`config.mk`:
```
export PLATFORM = sky130hd
export DESIGN_NAME = salu_seq_flat
export DESIGN_NICKNAME = d
export VERILOG_FILES = /design/src/rtl/salu_seq_pkg.sv /design/src/rtl/salu_seq_if.sv /design/src/rtl/salu_seq_regfile.sv /design/src/rtl/salu_seq.sv /design/src/flat_wrapper.sv
export SDC_FILE = /design/constraint.sdc
export NUM_CORES = 1
export LEC_CHECK = 0
export BUFFER_PORTS_ARGS = -buffer_cell sky130_fd_sc_hd__buf_2
export CAP_MARGIN = 20
export CORE_ASPECT_RATIO = 2
export CORE_MARGIN = 2
export CORE_UTILIZATION = 40
export DETAILED_ROUTE_END_ITERATION = 10
export PLACE_DENSITY = 0.61
export SLEW_MARGIN = 40
export SYNTH_ARGS = -nofsm -noshare
export SYNTH_HDL_FRONTEND = slang
export SYNTH_SLANG_ARGS = --single-unit
```
`constraint.sdc`:
```
create_clock -name clk -period 2.4 [get_ports clk]
set_clock_uncertainty 0.15 [all_clocks]
set_input_delay 0.48 -clock clk [delete_from_list [all_inputs] [get_ports clk]]
set_output_delay 0.48 -clock clk [all_outputs]
set_load 0.005 [all_outputs]
```
`src/rtl/salu_seq_pkg.sv`:
```
// salu_seq_pkg: shared types and instruction layout for the salu_seq command sequencer.
// Contents: FSM state enum, opcode width/limit, instruction field positions, CMD_W.
// Build option SALU_SEQ_IMM_EN widens instructions to 24 bits with an 8-bit immediate.
package salu_seq_pkg;

  typedef enum logic [1:0] {
    ST_IDLE = 2'd0,
    ST_EXEC = 2'd1,
    ST_RESP = 2'd2
  } state_e;

  localparam int               OP_W   = 4;
  localparam logic [OP_W-1:0]  OP_MAX = 4'hB;
  localparam int               RA_W   = 2;   // register address width (4 entries)

  // Instruction field LSB positions
  localparam int OP_LSB   = 12;
  localparam int DST_LSB  = 10;
  localparam int SRCA_LSB = 8;
  localparam int SRCB_LSB = 6;

`ifdef SALU_SEQ_IMM_EN
  localparam int CMD_W       = 24;
  localparam int USE_IMM_BIT = 5;
  localparam int IMM_LSB     = 16;
  localparam int IMM_W       = 8;
`else
  localparam int CMD_W       = 16;
`endif

  function automatic logic op_legal(input logic [OP_W-1:0] op);
    return op <= OP_MAX;
  endfunction

endpackage

```
`src/rtl/salu_seq_if.sv`:
```
// salu_seq_if: host-side command/response handshakes of salu_seq.
// Signals: cmd_valid/cmd_ready/cmd_data (instruction in), rsp_valid/rsp_ready/rsp_data/rsp_err (result out).
// master = host side, slave = sequencer side. CMD_W follows SALU_SEQ_IMM_EN via the package.
interface salu_seq_if
  import salu_seq_pkg::*;
#(
  parameter int DW = 8
);
  logic             cmd_valid;
  logic             cmd_ready;
  logic [CMD_W-1:0] cmd_data;
  logic             rsp_valid;
  logic             rsp_ready;
  logic [DW-1:0]    rsp_data;
  logic             rsp_err;

  modport master (
    output cmd_valid, cmd_data, rsp_ready,
    input  cmd_ready, rsp_valid, rsp_data, rsp_err
  );

  modport slave (
    input  cmd_valid, cmd_data, rsp_ready,
    output cmd_ready, rsp_valid, rsp_data, rsp_err
  );
endinterface

```
`src/rtl/salu_seq_regfile.sv`:
```
// salu_seq_regfile: NREG x DW register file, two combinational read ports, two synchronous write ports.
// Ports: clk, rst (sync, active high), ra/rb read ports, host write port, writeback write port.
// A writeback and a host write to the same address in one cycle: the writeback is kept.
module salu_seq_regfile
  import salu_seq_pkg::*;
#(
  parameter int DW   = 8,
  parameter int NREG = 4
) (
  input  logic            clk,
  input  logic            rst,
  input  logic [RA_W-1:0] ra_addr_i,
  output logic [DW-1:0]   ra_data_o,
  input  logic [RA_W-1:0] rb_addr_i,
  output logic [DW-1:0]   rb_data_o,
  input  logic            host_we_i,
  input  logic [RA_W-1:0] host_addr_i,
  input  logic [DW-1:0]   host_data_i,
  input  logic            wb_we_i,
  input  logic [RA_W-1:0] wb_addr_i,
  input  logic [DW-1:0]   wb_data_i
);
  logic [DW-1:0] regs_q [NREG];

  assign ra_data_o = regs_q[ra_addr_i];
  assign rb_data_o = regs_q[rb_addr_i];

  always_ff @(posedge clk) begin
    for (int i = 0; i < NREG; i++) begin
      if (rst) begin
        regs_q[i] <= '0;
      end else if (wb_we_i && (wb_addr_i == RA_W'(i))) begin
        regs_q[i] <= wb_data_i;
      end else if (host_we_i && (host_addr_i == RA_W'(i))) begin
        regs_q[i] <= host_data_i;
      end
    end
  end
endmodule

```
`src/rtl/salu_seq.sv`:
```
// salu_seq: issues one host instruction at a time to an external salu and returns its result.
// Ports: clk/rst, host (cmd/rsp handshakes), wr_* host register write, operanda/operandb/mux to salu, result from salu.
// Legal op: response two cycles after acceptance; illegal op: one cycle. SALU_SEQ_IMM_EN enables the immediate operand.
module salu_seq
  import salu_seq_pkg::*;
#(
  parameter int DW   = 8,
  parameter int NREG = 4
) (
  input  logic            clk,
  input  logic            rst,
  salu_seq_if.slave       host,
  input  logic            wr_en,
  input  logic [RA_W-1:0] wr_addr,
  input  logic [DW-1:0]   wr_data,
  output logic [DW-1:0]   operanda,
  output logic [DW-1:0]   operandb,
  output logic [OP_W-1:0] mux,
  input  logic [DW-1:0]   result
);
  state_e          state_q, state_d;
  logic [DW-1:0]   opa_q, opa_d, opb_q, opb_d;
  logic [OP_W-1:0] mux_q, mux_d;
  logic [RA_W-1:0] dst_q, dst_d;
  logic [DW-1:0]   rsp_data_q, rsp_data_d;
  logic            rsp_err_q, rsp_err_d;
  logic            wb_we;

  logic [OP_W-1:0] cmd_op;
  logic [RA_W-1:0] cmd_dst, cmd_srca, cmd_srcb;
  logic [DW-1:0]   rd_a, rd_b, opb_sel;

  assign cmd_op   = host.cmd_data[OP_LSB   +: OP_W];
  assign cmd_dst  = host.cmd_data[DST_LSB  +: RA_W];
  assign cmd_srca = host.cmd_data[SRCA_LSB +: RA_W];
  assign cmd_srcb = host.cmd_data[SRCB_LSB +: RA_W];

`ifdef SALU_SEQ_IMM_EN
  logic [4:0] unused_cmd_bits;
  assign unused_cmd_bits = host.cmd_data[4:0];
  assign opb_sel = host.cmd_data[USE_IMM_BIT] ? DW'(host.cmd_data[IMM_LSB +: IMM_W]) : rd_b;
`else
  logic [5:0] unused_cmd_bits;
  assign unused_cmd_bits = host.cmd_data[5:0];
  assign opb_sel = rd_b;
`endif

  salu_seq_regfile #(.DW(DW), .NREG(NREG)) u_rf (
    .clk         (clk),
    .rst         (rst),
    .ra_addr_i   (cmd_srca),
    .ra_data_o   (rd_a),
    .rb_addr_i   (cmd_srcb),
    .rb_data_o   (rd_b),
    .host_we_i   (wr_en),
    .host_addr_i (wr_addr),
    .host_data_i (wr_data),
    .wb_we_i     (wb_we),
    .wb_addr_i   (dst_q),
    .wb_data_i   (result)
  );

  // Handshake outputs are masked while rst is high so nothing is offered or accepted during reset.
  assign host.cmd_ready = (state_q == ST_IDLE) && !rst;
  assign host.rsp_valid = (state_q == ST_RESP) && !rst;
  assign host.rsp_data  = rsp_data_q;
  assign host.rsp_err   = rsp_err_q;
  assign operanda       = opa_q;
  assign operandb       = opb_q;
  assign mux            = mux_q;

  always_ff @(posedge clk) begin
    if (rst) begin
      state_q    <= ST_IDLE;
      opa_q      <= '0;
      opb_q      <= '0;
      mux_q      <= '0;
      dst_q      <= '0;
      rsp_data_q <= '0;
      rsp_err_q  <= 1'b0;
    end else begin
      state_q    <= state_d;
      opa_q      <= opa_d;
      opb_q      <= opb_d;
      mux_q      <= mux_d;
      dst_q      <= dst_d;
      rsp_data_q <= rsp_data_d;
      rsp_err_q  <= rsp_err_d;
    end
  end

  always_comb begin
    state_d    = state_q;
    opa_d      = opa_q;
    opb_d      = opb_q;
    mux_d      = mux_q;
    dst_d      = dst_q;
    rsp_data_d = rsp_data_q;
    rsp_err_d  = rsp_err_q;
    wb_we      = 1'b0;
    unique case (state_q)
      ST_IDLE: begin
        if (host.cmd_valid) begin
          if (op_legal(cmd_op)) begin
            // Operands see the register file before any host write landing this edge.
            opa_d   = rd_a;
            opb_d   = opb_sel;
            mux_d   = cmd_op;
            dst_d   = cmd_dst;
            state_d = ST_EXEC;
          end else begin
            // salu interface is left untouched for a rejected opcode.
            rsp_data_d = '0;
            rsp_err_d  = 1'b1;
            state_d    = ST_RESP;
          end
        end
      end
      ST_EXEC: begin
        // salu has had the whole cycle to settle on the registered operands.
        rsp_data_d = result;
        rsp_err_d  = 1'b0;
        wb_we      = 1'b1;
        state_d    = ST_RESP;
      end
      ST_RESP: begin
        if (host.rsp_ready) state_d = ST_IDLE;
      end
      default: state_d = ST_IDLE;
    endcase
  end
endmodule

```
`src/flat_wrapper.sv`:
```
// flat-port wrapper written by rule: the top's interface ports become plain ports
module salu_seq_flat import salu_seq_pkg::*;
#(
  parameter int DW   = 8,
  parameter int NREG = 4
)
  (clk, rst, wr_en, wr_addr, wr_data, operanda, operandb, mux, result, host_cmd_valid, host_cmd_data, host_rsp_ready, host_cmd_ready, host_rsp_valid, host_rsp_data, host_rsp_err);
  salu_seq_if #(.DW(DW)) host_i ();
  input  logic clk;
  input  logic rst;
  input  logic wr_en;
  input  logic [RA_W-1:0] wr_addr;
  input  logic [DW-1:0] wr_data;
  output logic [DW-1:0] operanda;
  output logic [DW-1:0] operandb;
  output logic [OP_W-1:0] mux;
  input  logic [DW-1:0] result;
  input wire logic [$bits(host_i.cmd_valid)-1:0] host_cmd_valid;
  input wire logic [$bits(host_i.cmd_data)-1:0] host_cmd_data;
  input wire logic [$bits(host_i.rsp_ready)-1:0] host_rsp_ready;
  output wire logic [$bits(host_i.cmd_ready)-1:0] host_cmd_ready;
  output wire logic [$bits(host_i.rsp_valid)-1:0] host_rsp_valid;
  output wire logic [$bits(host_i.rsp_data)-1:0] host_rsp_data;
  output wire logic [$bits(host_i.rsp_err)-1:0] host_rsp_err;
  assign host_i.cmd_valid = host_cmd_valid;
  assign host_i.cmd_data = host_cmd_data;
  assign host_i.rsp_ready = host_rsp_ready;
  assign host_cmd_ready = host_i.cmd_ready;
  assign host_rsp_valid = host_i.rsp_valid;
  assign host_rsp_data = host_i.rsp_data;
  assign host_rsp_err = host_i.rsp_err;
  salu_seq #(.DW(DW), .NREG(NREG)) u_core (.clk(clk), .rst(rst), .host(host_i), .wr_en(wr_en), .wr_addr(wr_addr), .wr_data(wr_data), .operanda(operanda), .operandb(operandb), .mux(mux), .result(result));
endmodule
```
==> results of run 1 <==
area by class of cell:
type,instances,area (um2),area share [%]
clock buffer,10,229,5.97
clock inverter,6,82.6,2.15
inverter,4,15.0,0.392
multi-input combinational,161,1420,36.9
sequential,65,1620,42.3
tap,94,118,3.07
timing repair buffer,68,353,9.20
final timing paths:
check	end	depth (start not counted)	slack, ps
max	host_rsp_valid	3	360
min reg2reg	u_core.mux[2]$_SDFFE_PP0P_	2	320
max reg2reg	u_core.u_rf.regs_q[2][7]$_SDFFCE_PN0P_	4	440
min	u_core.dst_q[0]$_SDFFE_PP0P_	3	250
layout by cell type, fill, tap and decap left out, types with 4 or more instances in the layout:
master,Yosys,layout
buf_4,0,5
dfxtp_1,33,33
nand3_1,22,22
a21oi_1,23,23
edfxtp_1,32,32
buf_2,7,63
a311o_1,4,4
mux4_2,16,16
inv_1,4,4
o21ai_0,22,22
a22o_1,40,40
clkbuf_16,0,9
nor2b_1,8,8
state kept, by name (all words and copies together), names as in the netlist:
name and cells:
u_core.dst_q 2, u_core.operandb 8, u_core.u_rf.regs_q 32, u_core.host.rsp_data 8, u_core.state_q 2, u_core.host.rsp_err 1
u_core.operanda 8, u_core.mux 4
power groups by stage:
| stage | clock [mW] | sequential [mW] | combinational, mW |
|---|---|---|---|
| global route | 1.43 | 1.28 | 0.343 |
| global placement | 0 | 1.29 | 0.309 |
| finish | 1.35 | 1.27 | 0.310 |
| floorplan | 0 | 1.28 | 0.210 |
| detailed placement | 0 | 1.29 | 0.313 |
| CTS | 1.37 | 1.27 | 0.314 |
synth_stat cells, types with 3 or more instances:
cell,n
edfxtp_1,32
a311o_1,4
mux4_2,16
nor2b_1,8
nor3_1,3
a21oi_1,23
buf_2,7
inv_1,4
a22o_1,40
nand3_1,22
clkbuf_1,9
o21ai_0,22
dfxtp_1,33
buf_1,3
cells by family after synthesis:
family	count (synthesis)	share of synthesized area, %
flip-flops	65	51.4
AND/OR/NAND/NOR	50	12.2
AO/OA/AOI/OAI	95	21.3
buffers and inverters	25	3.73
multiplexers	16	11.4
routing by layer:
layer / part of all wire, % / vias to the layer above
met5: 0 / -
met4: 0.70 / 0
met3: 3.4 / 2
met2: 58 / 53
met1: 37 / 1149
li1: - / 1128
critical path, stage by stage, from the launching register on:
cell and delay, ps:
dfxtp_1 560, inv_1 190, nor3_1 200, buf_2 130
per-stage QoR:
step                      power, mW  hold slack [ps]  std cells  worst slack (ps)
after floorplan                1.49              320        251               435
after global placement         1.60              307        392               384
after detailed placement       1.61              310        392               369
after CTS                      2.96              245        408               334
after global routing           3.05              259        408               234
final                          2.93              254        408               363
==> impl_metrics.tcl, run 1 <==
set metrics [dict create \
    drv_slew 0 \
    yosysTopAreaCell "edfxtp_1" \
    grtUsageMet3_pct 4.69 \
    clk_path_buf_depth 2 \
    worstReg2RegStart "u_core.state_q[1]$_SDFFE_PP0P_" \
    post-route-util_pct 50.4 \
    design_area_mm2 0.00383 \
    vias 2332 \
    setup_viol 0 \
    insertion_delay_ps 320 \
    drc 0 \
    gp_congestion 0.845 \
    cp.required_ps 1770 \
    first_global_vias 2378 \
    start_util_pct 41.5 \
    port_buffers 63 \
    placed_area_mm2 0.00352 \
    p_per_area_mw_per_mm2 765 \
    rows 45 \
    critPathKind "flip-flop to output port" \
    fillers 717 \
    p_seq_share_pct 43.3 \
    synth_nets 290 \
    drive_gt1_share_pct 34.7 \
    synth_edf_count 32 \
    cts_setup_buffers 0 \
    die_area_mm2 0.00865 \
    pwr-share-comb_pct 10.6 \
    antenna_found_initial 0 \
    grt_pass1_wl_um 11500 \
    vias_per_cell 5.72 \
    fmax_ghz 0.491 \
    cts.sinks 65 \
    cap_viol_max_count 0 \
    relSlewSlack_pct 57.9 \
    swShare_pct 22.4 \
    synth.distinct_cells 34 \
    drt-total-wl_um 7000 \
    met2_usage_pct 32.7 \
    synthTopCellsByArea "edfxtp_1, dfxtp_1, mux4_2" \
    min_from "host_cmd_data[10]" \
    hp-class "input port to flip-flop" \
    finalCriticalPeriod_ps 2040 \
    ys_seq_area_share_pct 51.4 \
    coreArea_mm2 0.00760 \
    worstPathArrival_ps 1410 \
    syn_inst 251 \
    startpoint_type "flip-flop" \
    busiest_layer "met2" \
    diodes 0 \
    drt-initial-drc-count 159 \
    crit_path_start "u_core.state_q[1]$_SDFFE_PP0P_" \
    clkPwrFrac_pct 46.1 \
    firstDrtPassIters 4 \
    cts_resized 0 \
    cts_hold_buf 0 \
    hold_viol_final 0 \
    nNetsFinal 348 \
    ios 70 \
    p_leak_nw 1.48 \
    dpl.hpwl_um 5430 \
    gr-total-overflow 0 \
    synth_flop_cell "dfxtp_1" \
    finalSetupTns_ps 0 \
    ys_ff_latch 65 \
    die_w_um 66.8 \
    power.internal_mw 2.27 \
    rsz0062_at_grt "no" \
    clk_root_buffer_cell "clkbuf_16" \
    syn2layout_area_growth_pct 21.5 \
    htreeDepth 3 \
    fin_crit_sh_pct 84.9 \
    die_y_um 130 \
    routedWlPerCell_um 17.2 \
    status "finished, final reports clean" \
    yosysWarningCount 0 \
    grt_use_met1_pct 18.5 \
    p_switching_uw 657 \
    numCtsBuffers 9 \
    path_max_fanout 11 \
    ant_nets 0 \
    async_flop_share_pct 0 \
    critPathCaptureType "output port" \
    track_usage_pct 18.0 \
    clk_pin_slew_ps 50 \
    yosysTopAreaCellShare_pct 30.5 \
    grt_max_degree 29 \
    vdd_drop_max_v 0.000325 \
    synth_area_mm2 0.00315 \
    syn_avg_cell_area_um2 12.6 \
    tightest_slew_ps 628 \
    cts_tree "done" \
]
Power figures use the tool's default switching activity.
==> run 2, diff against run 1 <==
--- a/config.mk
+++ b/config.mk
@@ -5,13 +5,14 @@
 export SDC_FILE = /design/constraint.sdc
 export NUM_CORES = 1
 export LEC_CHECK = 0
+export ABC_AREA = 1
 export BUFFER_PORTS_ARGS = -buffer_cell sky130_fd_sc_hd__buf_2
 export CAP_MARGIN = 20
 export CORE_ASPECT_RATIO = 2
 export CORE_MARGIN = 2
 export CORE_UTILIZATION = 40
 export DETAILED_ROUTE_END_ITERATION = 10
-export PLACE_DENSITY = 0.61
+export PLACE_DENSITY = 0.6
 export SLEW_MARGIN = 40
 export SYNTH_ARGS = -nofsm -noshare
 export SYNTH_HDL_FRONTEND = slang
==> constraint.sdc (replaced) <==
create_clock -name clk -period 2 [get_ports clk]
set_clock_uncertainty 0.15 [all_clocks]
set_input_delay 0.4 -clock clk [delete_from_list [all_inputs] [get_ports clk]]
set_output_delay 0.4 -clock clk [all_outputs]
set_load 0.005 [all_outputs]
==> run 2 against run 1 <==
Effect of this change: utilization is 0.81 points higher; routed wire length increased by 43%; clock power is 41% higher; largest power group unchanged; worst hold slack worse by 72 ps; via count is 45% higher; sequential cell count did not move; critical path depth is the same; sequential share of layout area is 5.7 points lower.
==> impl_metrics.tcl, run 2 <==
set metrics [dict create \
    layout_common_cells "nand2_1, nor2_1, buf_2" \
    finalSetupTns_ps 0 \
    synthTopCellsByArea "edfxtp_1, dfxtp_1, nand2_1" \
    fillers 865 \
    first_global_vias 3175 \
    yosysWarningCount 0 \
    fin_crit_sh_pct 87.6 \
    ant_nets 0 \
    routedWlPerCell_um 14.7 \
    nNetsFinal 618 \
    hp-class "input port to flip-flop" \
    htreeDepth 3 \
    ios 70 \
    die_y_um 138 \
    fmax_ghz 0.571 \
    stdcell_count 684 \
    cts_hold_buf 0 \
    syn_avg_cell_area_um2 7.06 \
    grt_max_degree 33 \
    largest-register "u_core.u_rf.regs_q" \
    synth_flop_cell "dfxtp_1" \
    gp_congestion 0.973 \
    synth_edf_count 32 \
    drv_slew 0 \
    die_area_mm2 0.00973 \
    syn2layout_area_growth_pct 24.3 \
    critPathCaptureType "output port" \
    tightest_slew_ps 788 \
    start_util_pct 41.2 \
    p_per_area_mw_per_mm2 901 \
    firstDrtPassIters 5 \
    diodes 0 \
    port_buffers 63 \
    clk_pin_slew_ps 60 \
    yosysTopAreaCellShare_pct 26.9 \
    startpoint_type "flip-flop" \
    dpl.hpwl_um 7830 \
    final_common_cell "nand2_1" \
    ys_seq_area_share_pct 45.5 \
    cts_tree "done" \
    antenna_found_initial 0 \
    vias_per_cell 4.93 \
    worstPathArrival_ps 1200 \
    cap_viol_max_count 0 \
    p_leak_nw 2.22 \
    dp.cells 668 \
    cp.required_ps 1450 \
    cts.sinks 65 \
    clk_root_buffer_cell "clkbuf_16" \
    setup_viol 0 \
    drive_gt1_share_pct 19.9 \
    rows 48 \
    synth.distinct_cells 27 \
    syn_inst 505 \
    largest_reg_flops 32 \
    clk_path_buf_depth 2 \
    status "finished, final reports clean" \
    drt-total-wl_um 10000 \
    gr-total-overflow 0 \
    yosysTopAreaCell "edfxtp_1" \
    numCtsBuffers 9 \
    grt_pass1_wl_um 16200 \
    yosysMostFrequentCell "nand2_1" \
    drc 0 \
    cts_setup_buffers 0 \
    critPathKind "flip-flop to output port" \
    coreArea_mm2 0.00865 \
    hold_viol_final 0 \
    relSlewSlack_pct 47.3 \
    insertion_delay_ps 320 \
    rsz0062_at_grt "no" \
    vdd_drop_max_v 0.000548 \
    async_flop_share_pct 0 \
    synth_nets 544 \
    cts_resized 0 \
    ys_top_cells_by_count "nand2_1, nor2_1, inv_1, dfxtp_1, edfxtp_1" \
    path_max_fanout 4 \
    drt-initial-drc-count 235 \
    vias 3373 \
    synth_area_mm2 0.00357 \
    track_usage_pct 22.0 \
    die_w_um 70.8 \
    finalCriticalPeriod_ps 1750 \
    ys_ff_latch 65 \
]
-- run 2: cell count changes in the layout (fill, tap and decap cells not counted), moves of 16 or more --
cell / before / now
mux4_2: 16 / 0
nand4_1: 0 / 24
nor2_1: 1 / 101
a22o_1: 40 / 0
inv_1: 4 / 52
nand2_1: 1 / 161
-- run 2: cells by family after synthesis --
kind of cell,after synthesis,share of synthesized area [%]
compound gates,33,4.70
flops,65,45.5
buf+inv,76,8.88
simple gates,331,40.9
-- run 2: path summary, 6_finish.rpt --
path / startpoint / endpoint / slack (ps) / cells past startpoint
setup / recovery: u_core.state_q[1]$_SDFFE_PP0P_ / host_rsp_valid / 250 / 3
setup reg to reg: u_core.state_q[1]$_SDFFE_PP0P_ / u_core.u_rf.regs_q[2][6]$_SDFFCE_PN0P_ / 250 / 5
hold reg to reg: u_core.mux[0]$_SDFFE_PP0P_ / u_core.mux[0]$_SDFFE_PP0P_ / 320 / 2
hold / removal: host_cmd_data[13] / u_core.mux[1]$_SDFFE_PP0P_ / 180 / 3
-- run 2: worst max-delay path, cell delays in order (launching register included) --
cell and delay (ps):
dfxtp_1 480, inv_2 110, nor3_1 150, buf_2 140
-- run 2: power by group --
part | leakage (nW) | total [mW] | internal (mW) | switching [mW]
combinational | 1.43 | 0.540 | 0.195 | 0.345
sequential | 0.608 | 1.54 | 1.50 | 0.0474
clock | 0.182 | 1.91 | 1.33 | 0.578
total | 2.22 | 3.99 | 3.02 | 0.970
-- run 2: layout make-up --
class / count / area (um2) / share of cell area [%]
flip-flops and latches: 65 / 1620 / 36.6
clock buffers: 11 / 264 / 5.96
repair buffers: 83 / 478 / 10.8
clock inverters: 5 / 105 / 2.37
multi-input cells: 364 / 1630 / 36.7
inverters: 56 / 210 / 4.74
well taps: 100 / 125 / 2.82
-- run 2: per-stage QoR --
step                      cell area [um2]  utilization (%)  hold slack [ps]  power (mW)  worst slack [ps]
after floorplan                      3570                -              326        1.89               256
after global placement               4060             47.0              311        2.10               199
after detailed placement             4060             47.0              317        2.11               162
after CTS                            4430             51.2              165        4.05               204
after global routing                 4430             51.2              186        4.18               107
final                                4430             51.2              182        3.99               248
-- run 2: per-layer routing --
metal / part of all wire [%] / global-route usage [%]
met2: 57 / 42.7
met1: 35 / 21.1
met3: 3.8 / 3.66
met4: 3.9 / 12.9
met5: 0 / 0
